**config.mk**
```make
export PLATFORM = sky130hd
export DESIGN_NAME = prog_pulse_counter
export DESIGN_NICKNAME = d
export VERILOG_FILES = /design/src/rtl/prog_pulse_counter.sv
export SDC_FILE = /design/constraint.sdc
export NUM_CORES = 1
export LEC_CHECK = 0
export ABC_AREA = 0
export CORE_UTILIZATION = 45
export CTS_CLUSTER_DIAMETER = 60
export DETAILED_ROUTE_END_ITERATION = 8
export GPL_TIMING_DRIVEN = 1
export HOLD_SLACK_MARGIN = 0.03
export PLACE_DENSITY_LB_ADDON = 0.05
export SYNTH_ARGS = -nofsm -noshare
export SYNTH_HDL_FRONTEND = slang
export SYNTH_SLANG_ARGS = --single-unit
```
**constraint.sdc**
```tcl
create_clock -name clk -period 3.11 [get_ports clk]
set_clock_uncertainty 0.2 [all_clocks]
set_input_delay 0.622 -clock clk [delete_from_list [all_inputs] [get_ports clk]]
set_output_delay 0.622 -clock clk [all_outputs]
set_load 0.005 [all_outputs]
```
**src/rtl/prog_pulse_counter.sv**
```systemverilog
// Programmable pulse generator: one-cycle tick every N enabled clocks, periodic or one-shot.
// Optional PULSE_COUNT_EN adds a saturating 16-bit count of emitted pulses on port pulse_cnt.
module prog_pulse_counter #(
    parameter int unsigned WIDTH      = 8,
    parameter bit          ONESHOT_RV = 1'b0
) (
    input  logic             clk,
    input  logic             rst,
    input  logic             start,
    input  logic             stop,
    input  logic             en,
    input  logic             oneshot,
    input  logic [WIDTH-1:0] load,
    output logic             pulse,
    output logic             busy,
    output logic [WIDTH-1:0] count
`ifdef PULSE_COUNT_EN
    ,
    output logic [15:0]      pulse_cnt
`endif
);

    typedef enum logic [0:0] {StIdle, StRun} state_e;

    state_e           state_q, state_d;
    logic [WIDTH-1:0] counter_q, counter_d;
    logic [WIDTH-1:0] period_q, period_d;
    logic             mode_q, mode_d;
    logic             pulse_q, pulse_d;
    logic             terminal;

    assign terminal = (counter_q == period_q - WIDTH'(1));

    always_comb begin
        state_d   = state_q;
        counter_d = counter_q;
        period_d  = period_q;
        mode_d    = mode_q;
        pulse_d   = 1'b0;
        unique case (state_q)
            StIdle: begin
                // stop outranks start; a zero period is never accepted
                if (!stop && start && (load != '0)) begin
                    period_d  = load;
                    mode_d    = oneshot;
                    counter_d = '0;
                    state_d   = StRun;
                end
            end
            StRun: begin
                if (stop) begin
                    state_d   = StIdle;
                    counter_d = '0;
                end else if (start) begin
                    counter_d = '0;
                    if (load != '0) begin
                        period_d = load;
                        mode_d   = oneshot;
                    end else begin
                        state_d = StIdle;
                    end
                end else if (en) begin
                    if (terminal) begin
                        pulse_d   = 1'b1;
                        counter_d = '0;
                        if (mode_q) begin
                            state_d = StIdle;
                        end
                    end else begin
                        counter_d = counter_q + WIDTH'(1);
                    end
                end
            end
            default: state_d = StIdle;
        endcase
    end

    always_ff @(posedge clk) begin
        if (rst) begin
            state_q   <= StIdle;
            counter_q <= '0;
            period_q  <= '0;
            mode_q    <= ONESHOT_RV;
            pulse_q   <= 1'b0;
        end else begin
            state_q   <= state_d;
            counter_q <= counter_d;
            period_q  <= period_d;
            mode_q    <= mode_d;
            pulse_q   <= pulse_d;
        end
    end

    assign pulse = pulse_q;
    assign busy  = (state_q == StRun);
    assign count = counter_q;

`ifdef PULSE_COUNT_EN
    logic [15:0] pulse_cnt_q;
    logic        cnt_clr;

    // Only an accepted start from idle moves Idle -> Run, so that transition clears the tally
    assign cnt_clr = (state_q == StIdle) && (state_d == StRun);

    always_ff @(posedge clk) begin
        if (rst) begin
            pulse_cnt_q <= '0;
        end else if (cnt_clr) begin
            pulse_cnt_q <= '0;
        end else if (pulse_d && (pulse_cnt_q != 16'hFFFF)) begin
            pulse_cnt_q <= pulse_cnt_q + 16'd1;
        end
    end

    assign pulse_cnt = pulse_cnt_q;
`endif

endmodule

```
==> results_dict.tcl <==
set metrics [dict create \
    ys.flop_type "dfxtp_1" \
    cts_tree "built" \
    synth_nets 148 \
    power.density_mw_per_mm2 339 \
    numCtsBuffers 3 \
    drc 0 \
    yosys_warnings 0 \
    yosys-top-cells-count "dfxtp_1, nor2_1, nand2_1" \
    cts_hold_buf 0 \
    io_pins 24 \
    cts_buffer_depth 2 \
    totalPowerFinal_w 0.000470 \
    drive_gt1_share_pct 6.45 \
    hold_violations 0 \
    end_kind "register" \
    period_needed_ns 2.45 \
    cp_data_required_time_ns 3.09 \
    nNetsFinal 172 \
    h-tree-depth 1 \
    die_x_microns 51.7 \
    initial_core_util_pct 48.8 \
    wl_mm 2.41 \
    cp_num_buf_inv 1 \
    place.gp.congestion 0.743 \
    status "completed" \
    synth_top_area_share_pct 34.2 \
    synth_edf_count 0 \
    worstPathMaxFanout 7 \
    die_area_sq_mm 0.00267 \
    via_per_inst 5.69 \
    cp_cell_sequence "clkdlybuf4s50_1 -> nor4_1 -> a21oi_1 -> o22ai_1 -> nor3b_1 -> o211ai_1 -> a21oi_1" \
    cts.clk_slew.worst_paths_ns 0.10 \
    synth.most_common_cell "dfxtp_1" \
    slew_headroom_pct 61.5 \
    clk_latency_ns 0.30 \
    cts_setup_buffers 0 \
    num_antenna_cells 0 \
    cp_top_family "compound AO/OA/AOI/OAI gates" \
    regToRegStartpoint "period_q[0]" \
    vdd_drop_max_mv 0.229 \
    drv_cap 0 \
    synth_top_cell_by_area "dfxtp_1" \
    first_pass_iters 4 \
    critPathLaunchType "input pin" \
    syn2layout_area_growth_pct 24.9 \
    grt_max_degree 15 \
    grt_overflow 0 \
    power.leakage_nw 0.483 \
    antenna_found_initial 0 \
    worst-r2r-cell-count 6 \
    dp_hpwl_mm 1.80 \
    core_sq_mm 0.00228 \
    cts.sinks 19 \
    wl_per_cell_microns 13.2 \
    synthCells 132 \
    crit_path_top_delay_cell "o22ai_1" \
    port_buffers 23 \
    die_y_microns 51.7 \
    hold_path.class "register to register" \
    grt_pass1_wl_mm 4.17 \
    cts_resized 0 \
    rsz0062_at_grt "false" \
    synth_seq_cells 19 \
    via_count 1042 \
    ys_types 36 \
    avgSynthCellArea_sq_um 8.42 \
    ant_nets 0 \
    whs_ns 0.318 \
    cts-root-buf "clkbuf_4" \
    rrSetupSlack_ns 0.71 \
    criticalPathCategory "input pin to register" \
    whs_path_depth 2 \
    finalMaxSlewViolations 0 \
    synth_area_leaders "dfxtp_1, xnor2_1, mux2i_1, nor2_1, a31oi_1" \
    fmax_ghz 0.408 \
    grt_pass1_vias 965 \
    hp-start "mode_q" \
    setup_tns_ns 0 \
    worstPathArrival_ns 2.43 \
    grt_use_total_pct 21.1 \
    fin_crit_sh_pct 78.7 \
    worstMarginPinSlew_ns 0.577 \
    r2r_end "busy" \
    synth_seq_area_share_pct 34.2 \
    min_to "mode_q" \
    syn_area_sq_mm 0.00111 \
    async_reset_ff_share_pct 0 \
    drtIter0Drc 22 \
    rows 17 \
    cp_common_cell "a21oi_1" \
    max_stage_delay_ns 0.48 \
    setup_viol 0 \
]
power by group:
part / total (W) / switching, W / internal (W)
Clock: 0.000127 / 0.0000767 / 0.0000501
Sequential: 0.000258 / 0.00000840 / 0.000250
Combinational: 0.0000851 / 0.0000415 / 0.0000436
through the flow:
step	cells	util [%]	setup WS, ns	instance area, sq um
floorplan	132	-	0.850	1110
finish	183	61.0	0.661	1390
global route	183	61.0	0.502	1390
detailed placement	179	59.8	0.335	1360
global placement	179	59.8	0.421	1360
CTS	183	61.0	0.663	1390
state kept, by name, indices dropped and copies added (netlist names):
| register | cells |
|---|---|
| count | 8 |
| pulse | 1 |
| busy | 1 |
| mode_q | 1 |
| period_q | 8 |
per-layer routing:
| layer | wire length, microns | vias up | part of all wire (%) | GRT usage [%] |
|---|---|---|---|---|
| met5 | 0 | - | 0 | 0 |
| met4 | 23 | 0 | 0.96 | 5.41 |
| met3 | 91 | 5 | 3.8 | 6.14 |
| met2 | 1070 | 21 | 45 | 35.1 |
| met1 | 1220 | 495 | 51 | 26.6 |
| li1 | - | 521 | - | - |
worst max path at each step:
stage                 from        to  slack [ns]  cells past startpoint
6_report           load[5]  count[2]        0.66                      7
5_1_grt            load[4]  count[4]        0.50                      6
4_1_cts            load[4]  count[5]        0.66                      6
3_5_place_dp       load[4]  count[5]        0.34                      6
3_3_place_gp       load[4]  count[2]        0.42                      7
2_1_floorplan  period_q[0]  count[5]        0.85                      7
logic make-up (layout without fill, tap and decap cells):
group | Yosys count | after routing | synth area share [%]
AND/OR/NAND/NOR | 59 | 59 | 29.2
AO/OA/AOI/OAI | 23 | 23 | 14.5
XOR/XNOR | 12 | 12 | 9.46
multiplexers | 7 | 7 | 6.31
buffers and inverters | 10 | 33 | 4.05
flip-flops | 19 | 19 | 34.2
adder cells (fa/ha/maj) | 2 | 2 | 2.25
cell usage in the layout (no fill, tap or decap):
cell             count
o211ai_4             1
clkdlybuf4s50_1     23
or4_1                1
xor2_1               3
nand2_1             10
buf_4                2
o21ai_1              3
and2_1               2
nor4_1               3
nor3_2               1
o211ai_1             1
nor4_4               1
nor3_1               6
mux2i_1              7
dfxtp_1             19
nand2b_1             2
ha_1                 2
nand4b_1             1
a31oi_1              7
or4_4                1
o311ai_1             1
nor4b_1              1
nor3b_1              3
a21oi_1              6
clkbuf_4             3
nor2_1              17
xnor2_1              9
clkbuf_1             1
and3_1               4
a22oi_2              1
o221ai_1             1
o21a_1               1
nand4_1              2
nand3_1              3
nor2b_1              1
inv_1                4
o22ai_1              1
worst register-to-register path, delay by kind of cell, from the launching register on:
| family | cells | cell delay (ns) |
|---|---|---|
| AOI/OAI and AO/OA | 4 | 0.63 |
| DFF | 1 | 0.36 |
| and+or+nand+nor | 2 | 1.09 |
final cells by class:
cell class | count | area [sq um]
Sequential cell | 19 | 380
Multi-Input combinational cell | 103 | 686
Timing Repair Buffer | 25 | 245
Tap cell | 28 | 35.0
Fill cell | 210 | 888
Inverter | 4 | 15.0
Clock buffer | 4 | 26.3
Power figures use the tool's default switching activity.
